`config.mk`:
```
export PLATFORM = sky130hd
export DESIGN_NAME = layer_mac_engine
export DESIGN_NICKNAME = d
export VERILOG_FILES = /design/src/rtl/layer_mac_engine_pkg.sv /design/src/rtl/layer_mac_engine_mac_unit.sv /design/src/rtl/layer_mac_engine.sv
export SDC_FILE = /design/constraint.sdc
export NUM_CORES = 2
export LEC_CHECK = 0
export BUFFER_PORTS_ARGS = -buffer_cell sky130_fd_sc_hd__clkbuf_2
export CAP_MARGIN = 20
export CORE_AREA = 3 3 388 390
export DETAILED_ROUTE_END_ITERATION = 6
export DIE_AREA = 0 0 391 393
export PLACE_DENSITY = 0.85
export SYNTH_ARGS = -nofsm -noshare
export SYNTH_HDL_FRONTEND = slang
export SYNTH_SLANG_ARGS = --single-unit
export TNS_END_PERCENT = 10
```
`constraint.sdc`:
```
create_clock -name CLK -period 14.3 [get_ports CLK]
set_clock_uncertainty 0.05 [all_clocks]
set_input_delay 2.145 -clock CLK [delete_from_list [all_inputs] [get_ports CLK]]
set_output_delay 2.145 -clock CLK [all_outputs]
set_load 0.05 [all_outputs]
```
`src/rtl/layer_mac_engine_pkg.sv`:
```
// rtl/layer_mac_engine_pkg.sv - shared sizes, row type, FSM states and saturation helper
package layer_mac_engine_pkg;
    localparam int MAX_NEURONS = 8;
    localparam int MAX_DEPTH   = 4;
    localparam int DATA_W      = 32;
    localparam int ACC_W       = 72;
    localparam int IDX_W       = $clog2(MAX_NEURONS);
    localparam int CNT_W       = IDX_W + 1;

    typedef logic [MAX_NEURONS-1:0][DATA_W-1:0] arr_t;

    typedef enum logic [2:0] {
        ST_IDLE, ST_REQ, ST_WAIT, ST_LATCH, ST_MAC, ST_STORE, ST_DONE
    } state_t;

    // In range only when every bit above the DATA_W sign bit matches it.
    function automatic logic [DATA_W-1:0] sat_data(input logic [ACC_W-1:0] v);
        logic [ACC_W-DATA_W:0] top;
        top = v[ACC_W-1:DATA_W-1];
        if ((&top) || !(|top))
            return v[DATA_W-1:0];
        else if (v[ACC_W-1])
            return {1'b1, {(DATA_W-1){1'b0}}};
        else
            return {1'b0, {(DATA_W-1){1'b1}}};
    endfunction
endpackage

```
`src/rtl/layer_mac_engine_mac_unit.sv`:
```
// rtl/layer_mac_engine_mac_unit.sv - signed multiply-accumulate with saturating, optional ReLU result
module mac_unit
    import layer_mac_engine_pkg::*;
(
    input  logic                     clk,
    input  logic                     rst_n,
    input  logic                     i_clr,
    input  logic                     i_en,
    input  logic signed [DATA_W-1:0] i_w,
    input  logic signed [DATA_W-1:0] i_a,
    input  logic                     i_relu,
    output logic [DATA_W-1:0]        o_result
);
    logic signed [2*DATA_W-1:0] w_prod;
    logic signed [ACC_W-1:0]    r_acc;
    logic [DATA_W-1:0]          w_sat;

    assign w_prod = i_w * i_a;

    always_ff @(posedge clk or negedge rst_n) begin
        if (!rst_n)
            r_acc <= '0;
        else if (i_clr)
            r_acc <= '0;
        else if (i_en)
            r_acc <= r_acc + {{(ACC_W-2*DATA_W){w_prod[2*DATA_W-1]}}, w_prod};
    end

    assign w_sat    = sat_data(r_acc);
    assign o_result = (i_relu && w_sat[DATA_W-1]) ? '0 : w_sat;
endmodule

```
`src/rtl/layer_mac_engine.sv`:
```
// rtl/layer_mac_engine.sv - walks one layer's weight rows and produces the output activation vector
module layer_mac_engine
    import layer_mac_engine_pkg::*;
(
    input  logic                          CLK,
    input  logic                          RST_N,
    input  logic                          start,
    input  logic [31:0]                   layer_sel,
    input  logic [31:0]                   num_neurons,
    input  logic [31:0]                   num_inputs,
    input  logic                          relu_en,
    input  logic [MAX_NEURONS*DATA_W-1:0] act_in,
    output logic                          w_rw,
    output logic [31:0]                   w_layer_index,
    output logic [31:0]                   w_neuron_index,
    input  logic [MAX_NEURONS*DATA_W-1:0] w_row,
    output logic                          busy,
    output logic                          res_valid,
    output logic [31:0]                   res_index,
    output logic [DATA_W-1:0]             res_data,
    output logic [MAX_NEURONS*DATA_W-1:0] act_out,
    output logic                          done
);
    state_t            r_state, w_next;
    logic [CNT_W-1:0]  r_nn, r_ni, r_n, r_k;
    logic              r_relu;
    arr_t              r_act_in, r_row, r_act;
    logic [31:0]       r_w_layer, r_w_neuron, r_res_index;
    logic              r_res_valid;
    logic [DATA_W-1:0] r_res_data;
    logic [CNT_W-1:0]  w_nn_clamp, w_ni_clamp;
    logic              w_bad_layer;
    logic [DATA_W-1:0] w_result;

    assign w_nn_clamp  = (num_neurons > 32'(MAX_NEURONS)) ? CNT_W'(MAX_NEURONS) : num_neurons[CNT_W-1:0];
    assign w_ni_clamp  = (num_inputs  > 32'(MAX_NEURONS)) ? CNT_W'(MAX_NEURONS) : num_inputs[CNT_W-1:0];
    assign w_bad_layer = (layer_sel >= 32'(MAX_DEPTH));

    mac_unit u_mac (
        .clk      (CLK),
        .rst_n    (RST_N),
        .i_clr    (r_state == ST_LATCH),
        .i_en     (r_state == ST_MAC),
        .i_w      (r_row[r_k[IDX_W-1:0]]),
        .i_a      (r_act_in[r_k[IDX_W-1:0]]),
        .i_relu   (r_relu),
        .o_result (w_result)
    );

    always_ff @(posedge CLK or negedge RST_N) begin
        if (!RST_N)
            r_state <= ST_IDLE;
        else
            r_state <= w_next;
    end

    always_comb begin
        w_next = r_state;
        case (r_state)
            ST_IDLE:  if (start) w_next = (w_bad_layer || w_nn_clamp == '0) ? ST_DONE : ST_REQ;
            ST_REQ:   w_next = ST_WAIT;
            ST_WAIT:  w_next = ST_LATCH;
            ST_LATCH: w_next = (r_ni == '0) ? ST_STORE : ST_MAC;
            ST_MAC:   if (r_k == r_ni - 1'b1) w_next = ST_STORE;
            ST_STORE: w_next = (r_n + 1'b1 < r_nn) ? ST_REQ : ST_DONE;
            ST_DONE:  w_next = ST_IDLE;
            default:  w_next = ST_IDLE;
        endcase
    end

    // Weight RAM addresses change only on entry to REQ so they hold through LATCH.
    always_ff @(posedge CLK or negedge RST_N) begin
        if (!RST_N) begin
            r_nn <= '0; r_ni <= '0; r_n <= '0; r_k <= '0; r_relu <= 1'b0;
            r_act_in <= '0; r_row <= '0; r_act <= '0;
            r_w_layer <= '0; r_w_neuron <= '0;
            r_res_valid <= 1'b0; r_res_index <= '0; r_res_data <= '0;
        end else begin
            r_res_valid <= 1'b0;
            case (r_state)
                ST_IDLE: if (start) begin
                    r_nn     <= w_nn_clamp;
                    r_ni     <= w_ni_clamp;
                    r_relu   <= relu_en;
                    r_act_in <= act_in;
                    r_n      <= '0;
                    if (w_bad_layer)
                        r_act <= '0;
                    else if (w_nn_clamp != '0) begin
                        r_w_layer  <= layer_sel;
                        r_w_neuron <= '0;
                    end
                end
                ST_LATCH: begin
                    r_row <= w_row;
                    r_k   <= '0;
                end
                ST_MAC: r_k <= r_k + 1'b1;
                ST_STORE: begin
                    r_act[r_n[IDX_W-1:0]] <= w_result;
                    r_res_valid <= 1'b1;
                    r_res_index <= 32'(r_n);
                    r_res_data  <= w_result;
                    r_n         <= r_n + 1'b1;
                    if (r_n + 1'b1 < r_nn)
                        r_w_neuron <= 32'(r_n + 1'b1);
                end
                default: ;
            endcase
        end
    end

    assign w_rw           = 1'b0;
    assign w_layer_index  = r_w_layer;
    assign w_neuron_index = r_w_neuron;
    assign busy           = (r_state != ST_IDLE);
    assign done           = (r_state == ST_DONE);
    assign res_valid      = r_res_valid;
    assign res_index      = r_res_index;
    assign res_data       = r_res_data;
    assign act_out        = r_act;
endmodule
```
==> results.md <==
- Rel. slew slack: 0.1436
- Smallest hold slack: 0.4223 ns
- Top cell type's share of synthesized area: 0.2988
- Final wirelength: 270.1 mm
- Clock Pin Slew Worst Setup and Hold Paths: 0.06 ns
- Sequential share of the synthesized area: 0.2988
- HP Class: reg -> reg
- Fill cells: 11830
- I/O pin total: 1000
- Placed Area: 84710 um^2
- Vias in the first global route: 67890
- Die Area: 153700 um^2
- Crit. End Element: flop
- Max-cap violations: 0
- Count of cells resized by post-cts repair: 0
- H-tree depth: 3
- Router iterations before antenna repair: 7
- CP arrival: 13.72 ns
- Synth top area cells: dfrtp_1 (30%), fa_1 (28%), nand2_1 (11%)
- Synth cell count leaders: nand2_1 (2332), fa_1 (1083), inv_1 (976)
- Hold Buf Count CTS: 0
- Gr usage total: 0.3515
- FF/Latch Area: 23380 um^2
- RSZ-0062 raised after global routing: false
- Clk buf depth: 3
- Slowest CP cell: mux2i_2
- Min Tclk post-route: 13.18 ns
- DRC: 2
- R2R Setup Slk: 1.12 ns
- Crit path max-delay family: adder cells
- Most common cell in the netlist: nand2_1
- Mapped Avg Cell Area: 9.334 um^2
- Post-CTS setup buffers: 0
- Max Freq: 0.07588 GHz
- Vias per Instance: 5.937
- Initial antenna violation count: 13
- Layout cells sized above 1: 0.1613
- Total gr overflow: 0
- Final hold violation count: 0
- Prevailing post-synth register cell: dfrtp_1
- Crit Path Max Fanout: 32
- CP Data Required Time: 14.85 ns
- Top cell by count, worst path: fa_1
- DR iter-0 viols: 7401
- Setup total negative slack: 0 ns
- Post-synth EDFFs: 0
- Wire per inst: 24.34 um
- Worst Min Path Start: r_row[42]$_DFFE_PN0N_
- IO Port Bufs: 943
- Largest net degree at the start of global routing: 239
- Final setup vio count: 0
- Post-synth top area cell: dfrtp_1
- Root buf cell: clkbuf_16
- Worst r2r src: r_k[0]$_DFFE_PN0P_
- ANT nets after route: 0
- Fraction of registers with async set/reset: 1.000
- Cts bufs inserted: 93
- Die Ht: 393 um
- First-pass GRT wire length: 406.0 mm
- Layout area overhead: 12.42%
- Clock sink count: 934
- Status: finished with violations
- Post-Syn Area: 78210 um^2
- Footprint of the multi-input gates: 49450 um^2
- CP bufs+invs: 6
- DP Wirelength: 207.7 mm
- Fin. max-slew vios: 0
- Initial core utilization: 0.5303
- Synth Instances: 8379
- Reg2Reg Depth: 40
- Slew @ Worst Pin: 1.260 ns
- Warnings from Yosys: 0
- Flops & latches, synth: 934
- Placeable Area: 147500 um^2
- FP Rows: 141
- Critical Path Start Type: flop
- Part of the cycle the worst path needs: 0.9215
- Die width: 391 um
- GP Congestion: 1.036
- CP max stage delay: 0.76 ns
- CTS tree: done
- Hold EP: r_row[42]$_DFFE_PN0N_
- Final instance area: 87920 um^2
- Worst setup path category: reg -> reg
- Via count: 65880
- Later-pin clock latency in the skew report: 0.76 ns
- Min-Delay Path Depth: 2
- Worst reg2reg endpoint: u_mac.r_acc[71]$_DFFE_PN0P_
- Post-layout nets: 11050
- Distinct cells, synth: 84
- Failing checks: design-rule violations
cell type report:
class	count	area share
antenna	6	0.0001708
inverter	978	0.04175
clock inverter	31	0.005052
clock buffer	133	0.03034
tap	1930	0.02747
sequential	934	0.2660
multi-input combinational	6009	0.5625
timing repair buffer	1076	0.06680
routing by layer:
metal | vias to the layer above | GRT usage | wire length [um]
met1 | 32460 | 0.4280 | 92520
met5 | - | 0 | 68
met2 | 4685 | 0.5325 | 118000
met3 | 1138 | 0.1107 | 35230
met4 | 10 | 0.2505 | 24270
li1 | 27590 | - | -
how the worst max path moves through the flow:
stage	start	endpoint	slack, ns	cells after the start
floorplan	r_k[0]$_DFFE_PN0P_	u_mac.r_acc[69]$_DFFE_PN0P_	2.63	37
global placement	r_k[0]$_DFFE_PN0P_	u_mac.r_acc[69]$_DFFE_PN0P_	1.63	39
detailed placement	r_k[0]$_DFFE_PN0P_	u_mac.r_acc[71]$_DFFE_PN0P_	1.45	40
CTS	r_k[0]$_DFFE_PN0P_	u_mac.r_acc[71]$_DFFE_PN0P_	1.32	40
global route	r_k[0]$_DFFE_PN0P_	u_mac.r_acc[71]$_DFFE_PN0P_	0.52	40
finish	r_k[0]$_DFFE_PN0P_	u_mac.r_acc[71]$_DFFE_PN0P_	1.12	40
sequential cells by signal (all words and copies together), names as in the netlist:
| signal | count |
|---|---|
| act_out | 256 |
| w_neuron_index | 5 |
| r_k | 4 |
| r_relu | 1 |
| r_ni | 4 |
| r_row | 256 |
| r_act_in | 256 |
| r_nn | 4 |
| res_data | 32 |
| w_layer_index | 32 |
| u_mac.r_acc | 72 |
| r_state | 3 |
| r_n | 4 |
| res_valid | 1 |
| res_index | 4 |
cells by family after synthesis:
family,count (synthesis),share of synthesized area
adder cells (fa/ha/maj),1345,0.3191
XOR/XNOR,145,0.01624
AND/OR/NAND/NOR,3399,0.1770
multiplexers,241,0.05231
buffers and inverters,1491,0.07444
AO/OA/AOI/OAI,823,0.06201
other,1,0.00004795
flip-flops,934,0.2988
worst reg2reg max path, delay by kind of cell (launching register included):
kind,cells,cell delay (ns)
flops,1,0.71
mux,2,1.44
fa+ha+maj,10,4.79
compound gates,15,3.54
buf+inv,6,0.93
xor+xnor,1,0.14
simple gates,6,1.45
stage by stage:
step / cells / utilization / setup slack (ns)
final: 11100 / 0.5961 / 1.122
after floorplan: 8434 / - / 2.631
after detailed placement: 10920 / 0.5743 / 1.449
after CTS: 11090 / 0.5954 / 1.315
after global placement: 10920 / 0.5741 / 1.631
after global routing: 11090 / 0.5961 / 0.5193
placed cells by master, fill, tap and decap left out, types with 62 or more instances in the layout:
cell       Yosys  layout
a21o_1        81      81
a21oi_1      146     146
buf_4         56     117
clkbuf_16      0      93
clkbuf_2       0     942
dfrtp_1      934     931
fa_1        1083    1083
ha_1         262     262
inv_1        976     976
mux2_2        62      62
mux4_2       128     128
nand2_1     2332    2330
nand3_1      288     286
nor2_1       507     504
o21ai_0      386     386
xnor2_1       88      88
Power is left out: the tool's default activity adds up to more than one toggle a clock period on the data nets, which glitch-free logic cannot reach.
